### src/rtl/octant_normalize_if.sv
// Segment request / normalized result handshake bundle for octant_normalize.
interface octant_normalize_if #(
  parameter int XW = 8,
  parameter int YW = 7
) ();
  logic                 in_valid;
  logic                 in_ready;
  logic [XW-1:0]        dx;
  logic [YW-1:0]        dy;
  logic                 out_valid;
  logic                 out_ready;
  logic                 flip_x;
  logic                 flip_y;
  logic                 flip_identity;
  logic [XW-1:0]        nx;
  logic [YW-1:0]        ny;
  logic signed [XW+1:0] err0;
  logic                 degenerate;

  modport master (
    output in_valid, dx, dy, out_ready,
    input  in_ready, out_valid, flip_x, flip_y, flip_identity, nx, ny, err0, degenerate
  );

  modport slave (
    input  in_valid, dx, dy, out_ready,
    output in_ready, out_valid, flip_x, flip_y, flip_identity, nx, ny, err0, degenerate
  );
endinterface

### src/rtl/octant_normalize.sv
// Folds a signed (dx,dy) segment into the first octant and emits the initial Bresenham error.
module octant_normalize #(
  parameter int XW = 8,
  parameter int YW = 7
) (
  input logic               clk,
  input logic               rst_n,
  octant_normalize_if.slave bus
);
  if (XW != YW + 1) begin : g_width_check
    $error("octant_normalize: XW must equal YW+1");
  end

  logic          s1_valid;
  logic [XW-1:0] s1_ax;
  logic [XW-1:0] s1_ay;
  logic          s1_sx;
  logic          s1_sy;
  logic          s1_advance;
  logic [XW-1:0] abs_x;
  logic [YW-1:0] abs_y;

  logic                 s2_valid;
  logic                 s2_fx;
  logic                 s2_fy;
  logic                 s2_fi;
  logic [XW-1:0]        s2_nx;
  logic [YW-1:0]        s2_ny;
  logic signed [XW+1:0] s2_err0;
  logic                 s2_deg;

  logic                 swap;
  logic [XW-1:0]        nx_d;
  logic [YW-1:0]        ny_d;
  logic signed [XW+1:0] err0_d;

  // Negating the most negative value wraps to 2^(W-1), which is exactly the magnitude as unsigned.
  always_comb begin
    abs_x = bus.dx[XW-1] ? (XW'(0) - bus.dx) : bus.dx;
    abs_y = bus.dy[YW-1] ? (YW'(0) - bus.dy) : bus.dy;
  end

  assign s1_advance   = !s2_valid || bus.out_ready;
  assign bus.in_ready = !s1_valid || s1_advance;

  always_ff @(posedge clk or negedge rst_n) begin
    if (!rst_n) begin
      s1_valid <= 1'b0;
      s1_ax    <= '0;
      s1_ay    <= '0;
      s1_sx    <= 1'b0;
      s1_sy    <= 1'b0;
    end else if (bus.in_ready) begin
      s1_valid <= bus.in_valid;
      if (bus.in_valid) begin
        s1_ax <= abs_x;
        s1_ay <= XW'(abs_y);
        s1_sx <= bus.dx[XW-1];
        s1_sy <= bus.dy[YW-1];
      end
    end
  end

  // Ties keep x as the major axis; when y is major, |dx| < 2^(YW-1) so truncation is lossless.
  always_comb begin
    swap   = s1_ax < s1_ay;
    nx_d   = swap ? s1_ay : s1_ax;
    ny_d   = swap ? s1_ax[YW-1:0] : s1_ay[YW-1:0];
    err0_d = $signed({2'b00, ny_d, 1'b0}) - $signed({2'b00, nx_d});
  end

  always_ff @(posedge clk or negedge rst_n) begin
    if (!rst_n) begin
      s2_valid <= 1'b0;
      s2_fx    <= 1'b0;
      s2_fy    <= 1'b0;
      s2_fi    <= 1'b0;
      s2_nx    <= '0;
      s2_ny    <= '0;
      s2_err0  <= '0;
      s2_deg   <= 1'b0;
    end else if (s1_advance) begin
      s2_valid <= s1_valid;
      if (s1_valid) begin
        s2_fx   <= s1_sx;
        s2_fy   <= s1_sy;
        s2_fi   <= swap;
        s2_nx   <= nx_d;
        s2_ny   <= ny_d;
        s2_err0 <= err0_d;
        s2_deg  <= (s1_ax == '0) && (s1_ay == '0);
      end
    end
  end

  assign bus.out_valid     = s2_valid;
  assign bus.flip_x        = s2_fx;
  assign bus.flip_y        = s2_fy;
  assign bus.flip_identity = s2_fi;
  assign bus.nx            = s2_nx;
  assign bus.ny            = s2_ny;
  assign bus.err0          = s2_err0;
  assign bus.degenerate    = s2_deg;
endmodule
### src/flat_wrapper.sv
// flat-port wrapper written by rule: the top's interface ports become plain ports
module octant_normalize_flat 
#(
  parameter int XW = 8,
  parameter int YW = 7
)
  (clk, rst_n, bus_in_valid, bus_dx, bus_dy, bus_out_ready, bus_in_ready, bus_out_valid, bus_flip_x, bus_flip_y, bus_flip_identity, bus_nx, bus_ny, bus_err0, bus_degenerate);
  octant_normalize_if #(.XW(XW), .YW(YW)) bus_i ();
  input logic clk;
  input logic rst_n;
  input wire logic [$bits(bus_i.in_valid)-1:0] bus_in_valid;
  input wire logic [$bits(bus_i.dx)-1:0] bus_dx;
  input wire logic [$bits(bus_i.dy)-1:0] bus_dy;
  input wire logic [$bits(bus_i.out_ready)-1:0] bus_out_ready;
  output wire logic [$bits(bus_i.in_ready)-1:0] bus_in_ready;
  output wire logic [$bits(bus_i.out_valid)-1:0] bus_out_valid;
  output wire logic [$bits(bus_i.flip_x)-1:0] bus_flip_x;
  output wire logic [$bits(bus_i.flip_y)-1:0] bus_flip_y;
  output wire logic [$bits(bus_i.flip_identity)-1:0] bus_flip_identity;
  output wire logic [$bits(bus_i.nx)-1:0] bus_nx;
  output wire logic [$bits(bus_i.ny)-1:0] bus_ny;
  output wire logic [$bits(bus_i.err0)-1:0] bus_err0;
  output wire logic [$bits(bus_i.degenerate)-1:0] bus_degenerate;
  assign bus_i.in_valid = bus_in_valid;
  assign bus_i.dx = bus_dx;
  assign bus_i.dy = bus_dy;
  assign bus_i.out_ready = bus_out_ready;
  assign bus_in_ready = bus_i.in_ready;
  assign bus_out_valid = bus_i.out_valid;
  assign bus_flip_x = bus_i.flip_x;
  assign bus_flip_y = bus_i.flip_y;
  assign bus_flip_identity = bus_i.flip_identity;
  assign bus_nx = bus_i.nx;
  assign bus_ny = bus_i.ny;
  assign bus_err0 = bus_i.err0;
  assign bus_degenerate = bus_i.degenerate;
  octant_normalize #(.XW(XW), .YW(YW)) u_core (.clk(clk), .rst_n(rst_n), .bus(bus_i));
endmodule
### config.mk
export PLATFORM = sky130hd
export DESIGN_NAME = octant_normalize_flat
export DESIGN_NICKNAME = d
export VERILOG_FILES = /design/src/rtl/octant_normalize_if.sv /design/src/rtl/octant_normalize.sv /design/src/flat_wrapper.sv
export SDC_FILE = /design/constraint.sdc
export NUM_CORES = 1
export LEC_CHECK = 0
export CORE_MARGIN = 5
export CORE_UTILIZATION = 45
export DETAILED_ROUTE_END_ITERATION = 7
export MAX_ROUTING_LAYER = met4
export PLACE_DENSITY_LB_ADDON = 0.12
export REMOVE_ABC_BUFFERS = 1
export SLEW_MARGIN = 20
export SYNTH_ARGS = -nofsm -noshare
export SYNTH_HDL_FRONTEND = slang
export SYNTH_SLANG_ARGS = --single-unit
### constraint.sdc
create_clock -name clk -period 3.7 [get_ports clk]
set_input_delay 0.74 -clock clk [delete_from_list [all_inputs] [get_ports clk]]
set_output_delay 0.74 -clock clk [all_outputs]
set_load 0.01 [all_outputs]
==> impl_metrics.yaml <==
critical_path:
  worstPathRequired_ns: 3.91
  crit_arrival_ns: 3.78
  criticalPathCategory: "reg2reg"
  startpoint_type: "flop"
  cp_max_fo: 7
  critPathCaptureType: "flop"
  reg2reg_slack_ns: 0.13
status:
  outcome: "complete, no violations"
clock_network:
  h-tree-depth: 2
  clkSinkCount: 46
  cts_tree: "built"
  cts_inserted_buffers: 5
  path_clk_slew_ns: 0.09
  clkLatencyLatePin_ns: 0.30
  clockBufferDepth: 2
  clockRootBuffer: "clkbuf_8"
floorplan:
  ios: 50
  num_rows: 28
  start_util_pct: 46.5
  die_y_um: 88.5
  die_x_um: 88.5
  core_mm2: 0.00596
  dieArea_mm2: 0.00783
yosys:
  synth_async_sr_flop_share_pct: 100
  synth_area_per_cell_um2: 9.49
  synth.distinct_cells: 48
  syn-cell-area_mm2: 0.00277
  yosysSeqAreaShare_pct: 41.6
  synth.ff_latch_count: 46
  synth_cells: 292
  ys.warnings.count: 0
  synthFlopType: "dfrtp_1"
  synth-edff-count: 0
sta:
  post-route-period-util_pct: 96.4
  setup_ws_ns: 0.134
  hold_viol: 0
  max_slew_margin_pct: 49.0
  setup_viol: 0
  skew_ns: 0.00718
  period_minus_slack_ns: 3.57
  fin_hold_ws_ns: 0.443
  fmax_mhz: 280
  worst_pin_slew_ns: 0.764
  slew_violations: 0
layout:
  seq_area_mm2: 0.00115
  num_antenna_cells: 0
  drive_above_1_share_pct: 16.9
  final_area_mm2: 0.00360
  mostFrequentLayoutCells: "nand2_1 (50), clkdlybuf4s50_1 (48), dfrtp_1 (46), o21ai_0 (33), buf_4 (24)"
  multiInputGateArea_mm2: 0.00153
  final_common_cell: "nand2_1"
  nNetsFinal: 387
  finalNonFillerCells: 431
  area_delta_synth_final_pct: 29.9
  final.fill_count: 553
drt:
  wire_per_inst_um: 14.6
  ant_nets: 0
  dr.pass1.iters: 4
  drtIter0Drc: 54
  viasPerCell: 5.26
  vias: 2267
  drc: 0
  routed_wl_um: 6300
placement:
  routabilityCongestion: 0.858
  numPortBuffers: 49
  dpl_cell_area_mm2: 0.00342
  dp_hpwl_um: 4690
  dp.cells: 421
  pre_cts_slack_ns: -0.0661
global_routing:
  grtUsageMet3_pct: 3.72
  grt_start_max_net_pins: 47
  top_usage_layer: "met2"
  use_met2_pct: 29.3
  overflow: 0
  grt_usage_pct: 17.7
  grt_pass1_vias: 2233
  grt_antenna_before_repair: 0
  grt_pass1_wl_um: 10500
  met1_usage_pct: 21.8
power:
  p_sw_mw: 0.838
  combPwrFrac_pct: 53.5
  seqPwrFrac_pct: 30.4
  switching_share_pct: 35.7
  clockPowerShare_pct: 16.1
  p_leak_nw: 1.59
  p_int_mw: 1.51
  power_mw: 2.35
  irDropWorstVdd_mv: 0.307
  powerDensity_mw_per_mm2: 653
worst_hold_path:
  hp-class: "in2async"
run:
  drv_cap: 0
## power groups by stage
| stage | registers [mW] | clock network (mW) | logic, mW |
|---|---|---|---|
| floorplan | 0.796 | 0 | 0.635 |
| global placement | 0.718 | 0 | 1.19 |
| detailed placement | 0.726 | 0 | 1.21 |
| CTS | 0.715 | 0.388 | 1.22 |
| global route | 0.734 | 0.411 | 1.38 |
| finish | 0.714 | 0.378 | 1.26 |
## Yosys cell counts, types with 2 or more instances
cell type  number  share of area [%]
nand2_1        50                6.8
xor2_1          8                2.5
xnor2_1         8                2.5
a21oi_1         6                1.1
nor2b_1         3               0.68
mux2i_1        11                4.0
o21a_1          2               0.54
o21ai_0        33                6.0
nand3b_1        3               0.81
a31oi_1         2               0.45
mux2_2         15                6.1
inv_1          13                1.8
o21bai_1        2               0.54
buf_6           2               0.81
dfrtp_1        46                 42
nand2b_1        9                2.0
nor2_1         12                1.6
nor4_1          4               0.90
o31ai_2         2               0.90
o31ai_1         3               0.81
or3_1           3               0.68
ha_1           12                5.4
nor3_1          2               0.36
clkbuf_1       11                1.5
a21o_1          3               0.81
nand4_1         4               0.90
buf_4           2               0.54
## final timing paths
path	endpoint	depth (start not counted)	from
setup reg to reg	u_core.bus.err0[8]	16	u_core.s1_ay[4]
max in group asynchronous	u_core.bus.ny[1]	1	rst_n
hold reg to reg	u_core.bus.err0[3]	2	u_core.bus.err0[3]
min in group clk	u_core.bus.err0[3]	2	u_core.bus.err0[3]
setup / recovery	u_core.bus.err0[8]	16	u_core.s1_ay[4]
hold / removal	u_core.bus.ny[6]	1	rst_n
## cell type report
cell class              instances  share of cell area [%]
clock buffers                   6                    2.02
clock inverters                 2                    1.04
inverters                      13                    1.36
multi-input cells             217                    42.6
flip-flops and latches         46                    32.0
well taps                      75                    2.61
repair buffers                 72                    18.4
## critical path, cell delays in order (launching register included)
cell and delay [ns]:
dfrtp_1 0.37, inv_1 0.07, ha_1 0.29, nor2b_2 0.15, nand4_1 0.13, o21a_2 0.26, buf_4 0.16, o22a_4 0.25
fa_2 0.40, a21oi_4 0.20, a21oi_1 0.08, o21bai_2 0.20, mux2i_2 0.21, a221oi_2 0.11, o31a_1 0.26, o21a_1 0.18
o31ai_2 0.16
## sequential cells by signal, summed over array words and instances (netlist names)
| name | flops |
|---|---|
| u_core.s1_sx | 1 |
| u_core.bus.flip_identity | 1 |
| u_core.s1_valid | 1 |
| u_core.bus.err0 | 9 |
| u_core.bus.out_valid | 1 |
| u_core.bus.nx | 7 |
| u_core.bus.degenerate | 1 |
| u_core.s1_ax | 8 |
| u_core.s1_ay | 7 |
| u_core.bus.flip_x | 1 |
| u_core.s1_sy | 1 |
| u_core.bus.flip_y | 1 |
| u_core.bus.ny | 7 |
## through the flow
step	util (%)	setup TNS, ns
2_1_floorplan	-	-0.614
3_3_place_gp	57.5	0
3_5_place_dp	57.5	-0.0661
4_1_cts	59.4	0
5_1_grt	60.4	-0.0199
6_report	60.4	0
## layer usage
metal / wire length, um / share of wire, % / vias up
met5: 0 / 0 / -
met4: 79 / 1.3 / 0
met3: 253 / 4.0 / 6
met2: 3080 / 49 / 36
met1: 2890 / 46 / 1075
li1: - / - / 1150
## logic make-up (layout without fill, tap and decap cells)
logic type               Yosys count  after routing  synth area share, %
XOR/XNOR                          16             16                 5.06
multiplexers                      27             27                 10.6
AO/OA/AOI/OAI                     67             67                 16.1
buffers and inverters             29             93                 4.79
adder cells (fa/ha/maj)           13             13                 6.14
flip-flops                        46             46                 41.6
AND/OR/NAND/NOR                   94             94                 15.8
## what timing repair did
item	4_1_cts	5_1_grt
setup buffers	0	2
setup endpoints to repair	2	2
gates resized for setup	1	8
cloned	0	0
pin swaps	0	6
hold buffers	0	0
Note: power is estimated with default switching activity, not from simulation.
==> variant (config.mk and constraints unchanged) <==
Reset style: synchronous (`rst_n`), changed in 2 clocked blocks.
--- a/src/rtl/octant_normalize.sv
+++ b/src/rtl/octant_normalize.sv
@@ -44,5 +44,5 @@
   assign bus.in_ready = !s1_valid || s1_advance;
 
-  always_ff @(posedge clk or negedge rst_n) begin
+  always_ff @(posedge clk) begin
     if (!rst_n) begin
       s1_valid <= 1'b0;
@@ -70,5 +70,5 @@
   end
 
-  always_ff @(posedge clk or negedge rst_n) begin
+  always_ff @(posedge clk) begin
     if (!rst_n) begin
       s2_valid <= 1'b0;
Formal check against the unedited RTL: differs if rst_n is asserted again (counterexample within 4 cycles, from zero or initial values and one cycle with rst_n low); with rst_n held inactive, the same outputs for 10 cycles.
==> variant against the unedited design <==
  * Sequential cell count unchanged
  * Non-clock buffer count decreased by 16
  * Synthesized cell count increased by 4.1%
  * Routed wire length decreased by 13%
  * Via count decreased by 4.6%
  * Synthesized area decreased by 8.1%
  * Design area decreased by 11%
  * Setup slack improved by 120 ps
  * Critical path type unchanged
Power is not compared: it rests on default switching activity, and its combinational part moved more than twofold at a synthesized area within 25%.
==> variant: results (changes against the unedited design) <==
.. list-table::
   :header-rows: 1

   * - Metric
     - Value
   * - Storage cell area
     - 921 µm² (-20%)
   * - Filler cell count
     - 522 (-5.6%)
   * - First-pass GRT wire length
     - 9220 µm (-12%)
   * - Place WS
     - 247 ps (+313 ps)
   * - Async SR Flop Fraction
     - 0% (-100 points)
   * - Clock buffer and inverter area fraction after layout
     - 2.86% (-0.20 points)
   * - Total vias in the final route
     - 2162 (-4.6%)
   * - Count of different cell masters after synthesis
     - 42 (-13%)
   * - Post-route cell area
     - 3200 µm² (-11%)
   * - Count of clock-net buffers in the final layout
     - 7 (+1)
   * - Top post-synthesis cells by area
     - sky130_fd_sc_hd__dfxtp_1, sky130_fd_sc_hd__nand2_1, sky130_fd_sc_hd__ha_1
   * - Most common library cells after synthesis
     - sky130_fd_sc_hd__nand2_1, sky130_fd_sc_hd__dfxtp_1, sky130_fd_sc_hd__o21ai_0
   * - Largest clock skew in the final design
     - 7.16 ps (-0.0177 ps)
   * - Run status
     - complete, no violations
   * - Post-layout min period
     - 3450 ps (-117 ps)
   * - Overall Global Routing Usage
     - 15.8% (-2.0 points)
   * - Finished Layout Cells
     - 420 (-2.6%)
   * - Post-synthesis sequential area ratio
     - 36.2% (-5.4 points)
   * - Detailed-routing wirelength on met1
     - 2660 µm (-8.2%)
   * - Met3 Routed Length
     - 247 µm (-2.4%)
   * - Count of mapped cells out of synthesis
     - 304 (+4.1%)
   * - Area overhead of the layout relative to synthesis
     - 25.6%
   * - Critical R2R Capture
     - u_core.bus.err0[8]$_SDFFE_PN0P_
   * - Vias in the first global route
     - 1929 (-14%)
   * - Critical Path AT
     - 3690 ps (-90 ps)
   * - Share of final-layout standard cells stronger than drive strength 1
     - 7.18% (-9.7 points)
   * - Most used flip-flop cell after synthesis
     - sky130_fd_sc_hd__dfxtp_1
   * - Cells after DPL
     - 412 (-2.1%)
   * - Worst hold slack
     - 469 ps (+26.1 ps)
   * - Largest fanout on the critical path
     - 10 (+3)
   * - Met1 track utilization from global routing
     - 21.0% (-0.86 points)
   * - Nets
     - 382 (-1.3%)
   * - Routability-driven placement congestion ratio
     - 0.859 (+0.10%)
   * - Layout sequential cell count
     - 46 (unchanged)
   * - Multi-In Gates
     - 227 (+4.6%)
   * - Metal2 WL
     - 2480 µm (-19%)
   * - Number of cell instances on the worst register-to-register path
     - 14 (-2)
   * - Max stage delay cell, worst path
     - sky130_fd_sc_hd__dfxtp_1
   * - Inverters
     - 11 (-2)
   * - Met3 routing resource usage after global routing
     - 3.40% (-0.33 points)
   * - Pin count of the biggest net entering global routing
     - 35 (-26%)
   * - Max transition margin
     - 42.6% (-6.3 points)
   * - Fraction of area in multi-input gates
     - 47.2% (+4.6 points)
   * - Placed wire-length estimate
     - 4160 µm (-11%)
   * - Post-DP Area
     - 3100 µm² (-9.5%)
   * - Origin of the critical flop-to-flop path
     - u_core.s1_ay[6]$_SDFFE_PN0P_
   * - Critical Path Start
     - u_core.s1_ay[6]$_SDFFE_PN0P_
## variant: changes by cell type after synthesis, sizes merged, moves of 7 or more
| cell | delta |
|---|---|
| nand2 | +11 |
| o21ba | +7 |
| a21boi | +13 |
| nor2 | -7 |
| o21ai | -8 |
| dfrtp | -46 |
| dfxtp | +46 |
| nand2b | -8 |
| a21oi | +9 |
| o211a | +10 |
| mux2 | -14 |
## variant: timing repair
| action | in CTS | in global routing |
|---|---|---|
| setup endpoints to repair | 0 | 1 |
| gates resized for setup | 0 | 1 |
| endpoints found under the hold margin | 0 | 0 |
## variant: where the power goes
part           total [mW]  internal (mW)  leakage, nW  switching [mW]
Clock               0.317          0.151       0.0482           0.166
Sequential          0.564          0.535        0.378          0.0293
Combinational       0.453          0.220        0.914           0.233
Total                1.33          0.905         1.34           0.429
## variant: cell families after synthesis
group	share of synthesized area, %
buf+inv	4.91
compound gates	24.8
simple gates	17.9
xor+xnor	4.47
fa+ha+maj	8.16
flops	36.2
mux	3.59
